**config.mk**
```make
export PLATFORM = sky130hd
export DESIGN_NAME = bv_scan_ctrl
export DESIGN_NICKNAME = d
export VERILOG_FILES = /design/src/rtl/bv_scan_ctrl_pkg.sv /design/src/rtl/bv_lsb_find.sv /design/src/rtl/bv_scan_ctrl.sv
export SDC_FILE = /design/constraint.sdc
export NUM_CORES = 1
export LEC_CHECK = 0
export BUFFER_PORTS_ARGS = -buffer_cell sky130_fd_sc_hd__buf_2
export CAP_MARGIN = 20
export CORE_AREA = 2 2 150 152
export CTS_BUF_LIST = sky130_fd_sc_hd__clkbuf_2 sky130_fd_sc_hd__clkbuf_4 sky130_fd_sc_hd__clkbuf_8
export DETAILED_ROUTE_END_ITERATION = 6
export DIE_AREA = 0 0 152 154
export PLACE_DENSITY = 0.59
export SYNTH_ARGS = -nofsm -noshare
export SYNTH_HDL_FRONTEND = slang
export SYNTH_SLANG_ARGS = --single-unit
```
**constraint.sdc**
```tcl
create_clock -name clk -period 3.6 [get_ports clk]
set_input_delay 0.18 -clock clk [delete_from_list [all_inputs] [get_ports clk]]
set_output_delay 0.18 -clock clk [all_outputs]
set_load 0.01 [all_outputs]
```
**src/rtl/bv_scan_ctrl_pkg.sv**
```systemverilog
`default_nettype none
// ============================================================================
// Module   : bv_scan_ctrl_pkg
// Purpose  : Shared FSM state encoding and default sizes for the bit-vector
//            scan controller.
// Revision : 1.0 - initial release
// ============================================================================
package bv_scan_ctrl_pkg;

   // Default vector width; it must equal 2**DEFAULT_WIDTH_COUNT.
   localparam int DEFAULT_WIDTH       = 64;
   localparam int DEFAULT_WIDTH_COUNT = 6;

   // Scanner FSM encoding.
   localparam logic [0:0] ST_IDLE = 1'b0;
   localparam logic [0:0] ST_EMIT = 1'b1;

endpackage : bv_scan_ctrl_pkg
`default_nettype wire

```
**src/rtl/bv_lsb_find.sv**
```systemverilog
`default_nettype none
// ============================================================================
// Module   : bv_lsb_find
// Purpose  : Combinational lowest-set-bit finder. Returns the index of the
//            lowest set bit, a one-hot mask of that bit and a zero flag.
//            For an all-zero vector the index is 0 and the mask is 0.
// Revision : 1.0 - initial release
// ============================================================================
module bv_lsb_find
   import bv_scan_ctrl_pkg::*;
#(
   parameter int width       = DEFAULT_WIDTH,
   parameter int width_count = DEFAULT_WIDTH_COUNT
) (
   input  logic [width-1:0]       vec,
   output logic [width_count-1:0] idx,
   output logic [width-1:0]       onehot,
   output logic                   zero
);

   // Two's-complement trick isolates the lowest set bit.
   assign onehot = vec & (~vec + {{(width-1){1'b0}}, 1'b1});
   assign zero   = (vec == '0);

   // Priority encode from the top down so the lowest set bit wins.
   always_comb begin
      idx = '0;
      for (int i = width - 1; i >= 0; i--) begin
         if (vec[i]) begin
            idx = width_count'(i);
         end
      end
   end

endmodule : bv_lsb_find
`default_nettype wire

```
**src/rtl/bv_scan_ctrl.sv**
```systemverilog
`default_nettype none
// ============================================================================
// Module   : bv_scan_ctrl
// Purpose  : Accepts a match bit-vector and emits the index of every set bit,
//            lowest first, as a valid/ready beat stream. An empty vector
//            yields a single "none" beat. Supports synchronous flush.
// Revision : 1.0 - initial release
// ============================================================================
module bv_scan_ctrl
   import bv_scan_ctrl_pkg::*;
#(
   parameter int width       = DEFAULT_WIDTH,
   parameter int width_count = DEFAULT_WIDTH_COUNT
) (
   input  logic                   clk,
   input  logic                   reset,
   input  logic                   bv_valid,
   input  logic [width-1:0]       bv,
   output logic                   bv_ready,
   input  logic                   flush,
   output logic                   idx_valid,
   input  logic                   idx_ready,
   output logic [width_count-1:0] idx,
   output logic                   idx_last,
   output logic                   idx_none,
   output logic [width_count:0]   match_cnt,
   output logic                   busy
);

   logic [0:0]             r_state;
   logic [width-1:0]       r_cur;
   logic                   r_idx_valid;
   logic [width_count-1:0] r_idx;
   logic                   r_idx_last;
   logic                   r_idx_none;
   logic [width_count:0]   r_match_cnt;

   logic [width-1:0]       w_find_in;
   logic [width_count-1:0] w_find_idx;
   logic [width-1:0]       w_find_onehot;
   logic                   w_find_zero;
   logic [width-1:0]       w_rest;
   logic                   w_accept;
   logic                   w_handshake;

   // While idle the finder looks at the offered vector, otherwise at the
   // remaining bits of the vector being scanned.
   assign w_find_in   = (r_state == ST_EMIT) ? r_cur : bv;
   assign w_rest      = w_find_in & ~w_find_onehot;
   assign w_accept    = (r_state == ST_IDLE) && bv_valid;
   assign w_handshake = r_idx_valid && idx_ready;

   bv_lsb_find #(
      .width       (width),
      .width_count (width_count)
   ) u_lsb_find (
      .vec    (w_find_in),
      .idx    (w_find_idx),
      .onehot (w_find_onehot),
      .zero   (w_find_zero)
   );

   // Scanner state, remaining-bit register and registered beat outputs.
   always_ff @(posedge clk or negedge reset) begin
      if (!reset) begin
         r_state     <= ST_IDLE;
         r_cur       <= '0;
         r_idx_valid <= 1'b0;
         r_idx       <= '0;
         r_idx_last  <= 1'b0;
         r_idx_none  <= 1'b0;
         r_match_cnt <= '0;
      end else if (flush) begin
         // Flush overrides any accept or handshake in the same cycle.
         r_state     <= ST_IDLE;
         r_cur       <= '0;
         r_idx_valid <= 1'b0;
         r_match_cnt <= '0;
      end else if (w_accept) begin
         r_state     <= ST_EMIT;
         r_idx_valid <= 1'b1;
         r_idx       <= w_find_idx;
         r_cur       <= w_rest;
         r_idx_last  <= (w_rest == '0);
         r_idx_none  <= w_find_zero;
         r_match_cnt <= '0;
      end else if (w_handshake) begin
         r_match_cnt <= r_match_cnt + {{width_count{1'b0}}, 1'b1};
         if (r_idx_last) begin
            r_state     <= ST_IDLE;
            r_idx_valid <= 1'b0;
            r_cur       <= '0;
         end else begin
            r_idx      <= w_find_idx;
            r_cur      <= w_rest;
            r_idx_last <= (w_rest == '0);
            r_idx_none <= 1'b0;
         end
      end
   end

   assign bv_ready  = (r_state == ST_IDLE);
   assign busy      = (r_state != ST_IDLE);
   assign idx_valid = r_idx_valid;
   assign idx       = r_idx;
   assign idx_last  = r_idx_last;
   assign idx_none  = r_idx_none;
   assign match_cnt = r_match_cnt;

endmodule : bv_scan_ctrl
`default_nettype wire

```
After elaboration in Yosys (flattened, before gate mapping). Cells that the tools add are included.

Bits in registers: 80. Input bits: 69. Output and inout port bits: 18.

$add $sub $neg: 2. Equality and inequality tests: 1. Muxes and demuxes: 85. Bitwise logic cells: 6. Reduce and logical (&&, ||, !) cells: 10.

Operators with widths (count): $mux W6 (67); $mux W64 (5); $and A64 B64 Y64 (2); $logic_not A64 Y1 (2); $not A64 Y64 (2); $add A64 B1 Y64 const B (1); $mux W7 (3); $mux W1 (10); $add A7 B1 Y7 const B (1); $reduce_bool A3 Y1 (2); $reduce_and A2 Y1 (2); $reduce_and A3 Y1 (1); $logic_and A1 B1 Y1 (2); $ne A2 B1 Y1 const B (1); $not A1 Y1 (2); $reduce_bool A2 Y1 (1).

Logic depth before layout (Yosys ltp). Gate-level depths: netlist of the first run.

Depth in word-level cells: 68. Mapped depth: 16. Depth with buffers taken out: 9.

Modules after synthesis. A second synthesis of the first run with hierarchy kept.

Cell total of the unflattened synthesis: 611. Area total of the unflattened synthesis: 5850.6 µm².

By module, submodules not included: bv_scan_ctrl (times used 1, cells an instance 366, area each 4327.9 µm², seq. area each 2001.9 µm²); bv_lsb_find (times used 1, cells an instance 245, area each 1522.7 µm², seq. area each 0.0 µm²).

Least setup slack after synthesis of the first run. No wires, ideal clock.

Path type: register to register. From: register r_idx_valid, in the netlist idx_valid. To: register r_idx_last, in the netlist idx_last. Setup time: 0.087 ns. Arrival: 3.386 ns. Data required time: 3.513 ns. Slack: 0.128 ns. Cell stages (with the launch flop): 16. Buffers on the path: 8. Path through: dfrtp_1 buf_6 buf_2 buf_2 buf_2 buf_2 buf_1 clkbuf_1 buf_2 mux2i_1 o21ai_0 o21ai_0 o211ai_1 nor4_1 nand3_1 a211oi_2.

Cells in the longest elaborated chain, start to end: 10.

Ends and longest elaborated chain: start: declaration (RTL line bv_scan_ctrl.sv:32) `logic r_idx_valid;`; start signal: assignment (RTL line bv_scan_ctrl.sv:68) `r_idx_valid <= 1'b0;`; start signal: assignment (RTL line bv_scan_ctrl.sv:77) `r_idx_valid <= 1'b0;`; start signal: assignment (RTL line bv_scan_ctrl.sv:81) `r_idx_valid <= 1'b1;`; $mux W64; $not A64 Y64; $add A64 B1 Y64; $and A64 B64 Y64; $not A64 Y64; $and A64 B64 Y64; $logic_not A64 Y1; $mux W1 (3 in series); end signal: assignment (RTL line bv_scan_ctrl.sv:84) `r_idx_last <= (w_rest == '0);`; end signal: assignment (RTL line bv_scan_ctrl.sv:96) `r_idx_last <= (w_rest == '0);`; end: declaration (RTL line bv_scan_ctrl.sv:34) `logic r_idx_last;`.

Parallel ways exist; a longest one is shown, timed or not. The select of a mux whose other input is x is not followed. A chain may end at the register's enable or synchronous reset.

Final worst setup path of the first run. Same ends and word-level chain as after synthesis.

==> metrics, run 1 <==
status complete, no violations; global-route wire length before repair roughly 39 mm; largest area contributor in the netlist dfrtp_1; per-cell routed wire length roughly 20 um; Area growth syn-to-layout 23.7%; synthesized flop and latch total a little under 80; top cells by area, synth dfrtp_1, nand2_1, o21ai_0; crit end category flip-flop; setup_tns 0 ps; vias in the first global route 6,700; share of the synthesized area in the top cell type 0.308; final hold vios 0; Post-Syn Instances between 700 and 800; clk_lat worst skew between 300 and 400 ps; row cnt 54; Synth Warn # 0; die height 154 um; Final Skew around 14 ps; Synth cell types 73; startpoint class of the critical path flip-flop; minimum clock period ~3500 ps; CP Class flip-flop to flip-flop; share of layout cells above drive strength 1 0.271; Final period util 0.958; via count roughly 7,100; Slew @ Worst Pin between 700 and 800 ps; Min-Delay Startpoint bv[55]; overflow left after global routing 0; sequential area share after synthesis 0.308; H-tree lvl count 3; DR vias/cell 5.90; Post-synth EDFFs 0; Req. time, crit path slightly below 4000 ps; WHS Path Cells 3; Initial Utilization 0.296; worst setup margin approximately 150 ps; fin cells 1,207; clk sinks 79; initial antenna violation count 0; FF-to-FF setup slack roughly 150 ps; GRT Util Overall 0.207; antenna cells 0; initial DRC count 744; I/O Buffers between 80 and 90; Core Region roughly 22,000 um^2; Leak approximately 3.3 nW; drt first pass iters 5; dpl cells between 1,000 and 1,500; TritonCTS buffer count 9; FF/Latch Area slightly below 2000 um^2; die span in x 152 um; Clock Tree Buf Depth 2; I/O Pins 87; Synth Net Count 858; post-detail-place hpwl 18.7 mm; CTS root buf clkbuf_8; max cap viols 0; Worst EP arrival approximately 3800 ps; antenna-violating nets left 0; Tot Pwr approximately 2.6 mW; syn_area_per_cell just over 8 um^2; CTS tree done; Hold Crit Class input pin to flip-flop; pwr dens 324 nW/um^2; Slew headroom 0.483; Post-synth top flop dfrtp_1; dpl ws around 73 ps; worst reg2reg startpoint idx_valid; RSZ-0062 raised after global routing no; mapped cell area ~6400 um^2; Hold Path End r_cur[55]; fin nets just under 1,000; Reg clk slew, reported paths 100 ps; # fillers 2,250; Placer Congestion approximately 0.96; VDD IR max around 0.15 mV; asr flop ratio synth 1.00; hold_ws approximately 61 ps; Routed WL ~25 mm; pin count of the biggest net entering global routing 57; area of the multi-input gates 4290 um^2; setup violators final 0; worst reg2reg endpoint idx_last; reg2reg path depth 12; Remaining DRCs 0; die area 23,400 um^2; FMAX 0.290 GHz; maximum fanout along the worst path 13; Slew Viols, Final 0
==> synth_stat cells (11+ instances only) <==
master	instances
dfrtp_1	79
nor2_1	62
nand2_1	101
a22o_1	13
or3_1	16
a21oi_1	35
mux2i_1	28
o22ai_1	11
clkbuf_1	19
nor3_1	37
inv_1	21
o31ai_1	23
mux2_2	27
nand3_1	14
nor4_1	13
o21ai_0	65
nand2b_1	13
nor3b_1	19
a32o_1	25
buf_2	13
==> sequential cells by signal, indices dropped and copies added, names as in the netlist <==
signal     count
idx_last       1
r_cur         63
match_cnt      7
idx_valid      1
idx_none       1
idx            6
==> per-stage QoR <==
| stage | util | instance area (um^2) |
|---|---|---|
| after floorplan | - | 6420 |
| after global placement | 0.350 | 7580 |
| after detailed placement | 0.350 | 7580 |
| after CTS | 0.359 | 7780 |
| after global routing | 0.366 | 7940 |
| final | 0.366 | 7940 |
==> placed cells by master (no fill, tap or decap), types with 9 or more instances in the layout <==
master and n:
inv_1 21, buf_2 85, or3_1 14, nand3_1 12, nand2_1 101, buf_4 71
nor3b_1 19, o21ai_0 65, mux2_2 27, a21oi_1 34, dfrtp_1 78, a32o_1 25
nor3_1 34, mux2i_1 28, o22ai_1 11, a22o_1 13, nor4_1 9, clkbuf_8 10
nand2b_1 13, o31ai_1 22, nor2_1 62
==> worst max path at each step <==
| stage | depth (start not counted) | start | end |
|---|---|---|---|
| after floorplan | 15 | idx_valid | idx_last |
| after global placement | 11 | idx_valid | idx_last |
| after detailed placement | 9 | idx_valid | idx_last |
| after CTS | 10 | idx_valid | idx_last |
| after global routing | 11 | idx_valid | idx_last |
| final | 12 | idx_valid | idx_last |
==> layer usage <==
metal	part of all wire	GRT usage	routed length, um
met1	0.46	0.291	11300
met2	0.44	0.325	10900
met3	0.067	0.0310	1640
met4	0.028	0.0712	695
met5	0	0	0
==> area by class of cell <==
class,instances,area share
multi-input cells,649,0.541
flip-flops and latches,79,0.249
repair buffers,162,0.133
well taps,280,0.0441
clock buffers,10,0.0173
inverters,21,0.00992
clock inverters,6,0.00583
==> cells by family after synthesis <==
kind of cell    after synthesis  share of synthesized area
simple gates                334                      0.266
buf+inv                      60                     0.0399
mux                          55                     0.0910
fa+ha+maj                     2                    0.00351
xor+xnor                      2                    0.00273
compound gates              256                      0.289
flops                        79                      0.308
==> critical path, stage by stage, from the launching register on <==
cell,delay (ps)
dfrtp_4,500
buf_12,140
buf_4,170
or3_1,390
a222oi_1,270
buf_4,210
nand4_4,130
or4_1,520
a32o_2,310
a2111oi_4,190
and4_1,250
nand3_2,70
a211oi_2,190
==> what timing repair did <==
item	in CTS	in global routing
hold endpoints to repair	55	0
endpoints found under the setup margin	0	2
resized for setup	0	20
buffers inserted	0	7
hold buffers	1	0
==> power breakdown <==
part           leakage, nW  internal [mW]  switching (mW)
Clock               0.0885          0.272           0.391
Combinational         2.11          0.362           0.528
Sequential            1.07          0.950          0.0681
Total                 3.27           1.58           0.987
(Power assumes the default switching activity.)
==> run 2, diff against run 1 <==
Settings changed: CAP_MARGIN 20 to 0, CORE_AREA 2 2 150 152 to 8 8 156 158, DIE_AREA 0 0 152 154 to 0 0 164 166, PLACE_DENSITY 0.59 to 0.58.
Clock period 3.6 ns to 3.45 ns, I/O delays scaled along.
==> metrics, run 2 (same netlist as run 1, synthesis figures left out) <==
status finished with violations; failing checks negative setup slack; die height 166 um; worst setup margin -32.6 ps; clk_lat worst skew 390 ps; max cap viols 0; die span in x ~160 um; Leak approximately 3.4 nW; FMAX approximately 0.29 GHz; clock share of power 0.263; via count 7,175; Slew @ Worst Pin 1010 ps; Layout Utilization 0.372; Area growth syn-to-layout 28.1%; FF-to-FF setup slack -30 ps; max reg flops 63; Switching Share 0.371; Reg clk slew, reported paths 90 ps; initial antenna violation count 0; CTS tree done; pwr dens around 340 nW/um^2; Hold Crit Class input pin to flip-flop; clk sinks a little under 80; # fillers 2,317; reg2reg path depth 12; overflow left after global routing 0; TritonCTS buffer count 9; setup_tns -32.6 ps; Internal about 1.8 mW; Core Region between 20,000 and 25,000 um^2; Routed WL 25.8 mm; commonest non-fill, non-tap cells in the layout nand2_1, buf_4, buf_2, dfrtp_1, o21ai_0; maximum fanout along the worst path 7; H-tree lvl count 3; Worst EP arrival 3790 ps; share of layout cells above drive strength 1 0.288; Req. time, crit path about 3800 ps; final hold vios 0; CTS root buf clkbuf_8; initial DRC count roughly 660; vias in the first global route approximately 7,000; Remaining DRCs 0; Slew Viols, Final 0; Initial Utilization 0.291; VDD IR max 0.130 mV; antenna-violating nets left 0; sequential power share 0.380; Final Skew between 9 and 10 ps; minimum clock period between 3000 and 4000 ps; Psw 1.03 mW; worst reg2reg endpoint idx_last; commonest non-fill, non-tap cell in the layout nand2_1; antenna cells 0; die area 27,200 um^2; Tot Pwr between 2 and 3 mW; Placer Congestion 0.942; combinational share of power 0.357; crit end category flip-flop; worst reg2reg startpoint idx_valid; hold_ws 62.6 ps; setup violators final 1; WHS Path Cells 3; Clock Tree Buf Depth 2; pin count of the biggest net entering global routing a little under 60; Biggest register r_cur; Slew headroom 0.325; Min-Delay Startpoint bv[45]; I/O Buffers 86; drt first pass iters 6; post-detail-place hpwl approximately 20 mm; global-route wire length before repair approximately 40 mm; DR vias/cell slightly below 6; row cnt 55; CP Class flip-flop to flip-flop; fin nets approximately 1,000; RSZ-0062 raised after global routing yes; Final period util 1.01; GRT Util Overall 0.184; Hold Path End r_cur[45]; I/O Pins 87; startpoint class of the critical path flip-flop; per-cell routed wire length between 20 and 25 um
-- run 2: changes by cell type in the layout (fill, tap and decap cells not counted), moves of 3 or more --
| cell | change |
|---|---|
| buf_4 | +21 |
| clkbuf_16 | +3 |
| nor3b_1 | -3 |
| nor3b_2 | +3 |
-- run 2: metrics by stage --
stage               instance area, um^2  setup slack, ps  cells
finish                             8230            -32.6   1238
global route                       8230             -129   1238
CTS                                7990             8.28   1229
detailed placement                 7760            -27.9   1209
global placement                   7760             53.9   1209
floorplan                          6420             13.1    788
-- run 2: worst max path at each step --
stage	from	endpoint	slack, ps	depth (start not counted)
after detailed placement	idx_valid	idx_last	-30	11
after global routing	idx_valid	idx_last	-130	12
final	idx_valid	idx_last	-30	12
after CTS	idx_valid	idx_last	8	11
after floorplan	idx_valid	idx_last	10	10
after global placement	idx_valid	idx_last	50	11
-- run 2: timing repair --
item / in CTS / in global routing
buffers inserted: 3 / 6
hold endpoints to repair: 56 / 0
hold buffers: 1 / 0
endpoints found under the setup margin: 1 / 3
pin swaps: 1 / 8
gates resized for setup: 2 / 18
cloned: 0 / 3
-- run 2: layer usage --
layer	up-vias	GRT usage	wire length [um]
met5	-	0	0
met4	0	0.0735	765
li1	3359	-	-
met2	314	0.282	11700
met1	3447	0.251	11500
met3	55	0.0317	1800
-- run 2: worst max-delay path: stages, from the launching register on --
cell	delay, ps
dfrtp_4	500
buf_12	150
buf_12	130
or4_4	490
a222oi_1	330
buf_4	220
a31oi_4	100
o21bai_4	200
or4_1	520
nor4_1	260
and4_1	240
nand3_2	80
a211oi_2	180
-- run 2: power by group through the flow --
stage               Clock, mW  Sequential [mW]  Combinational (mW)
detailed placement          0             1.07               0.924
global placement            0             1.07               0.924
global route            0.795             1.07                1.07
floorplan                   0             1.06               0.544
CTS                     0.760             1.06               0.936
finish                  0.734             1.06               0.995
-- run 2: layout make-up --
class | instances | area [um^2] | share of cell area
Sequential cell | 79 | 1980 | 0.241
Clock inverter | 6 | 61.3 | 0.00745
Clock buffer | 10 | 131 | 0.0160
Tap cell | 285 | 357 | 0.0434
Inverter | 21 | 78.8 | 0.00958
Multi-Input combinational cell | 649 | 4300 | 0.522
Timing Repair Buffer | 188 | 1320 | 0.160
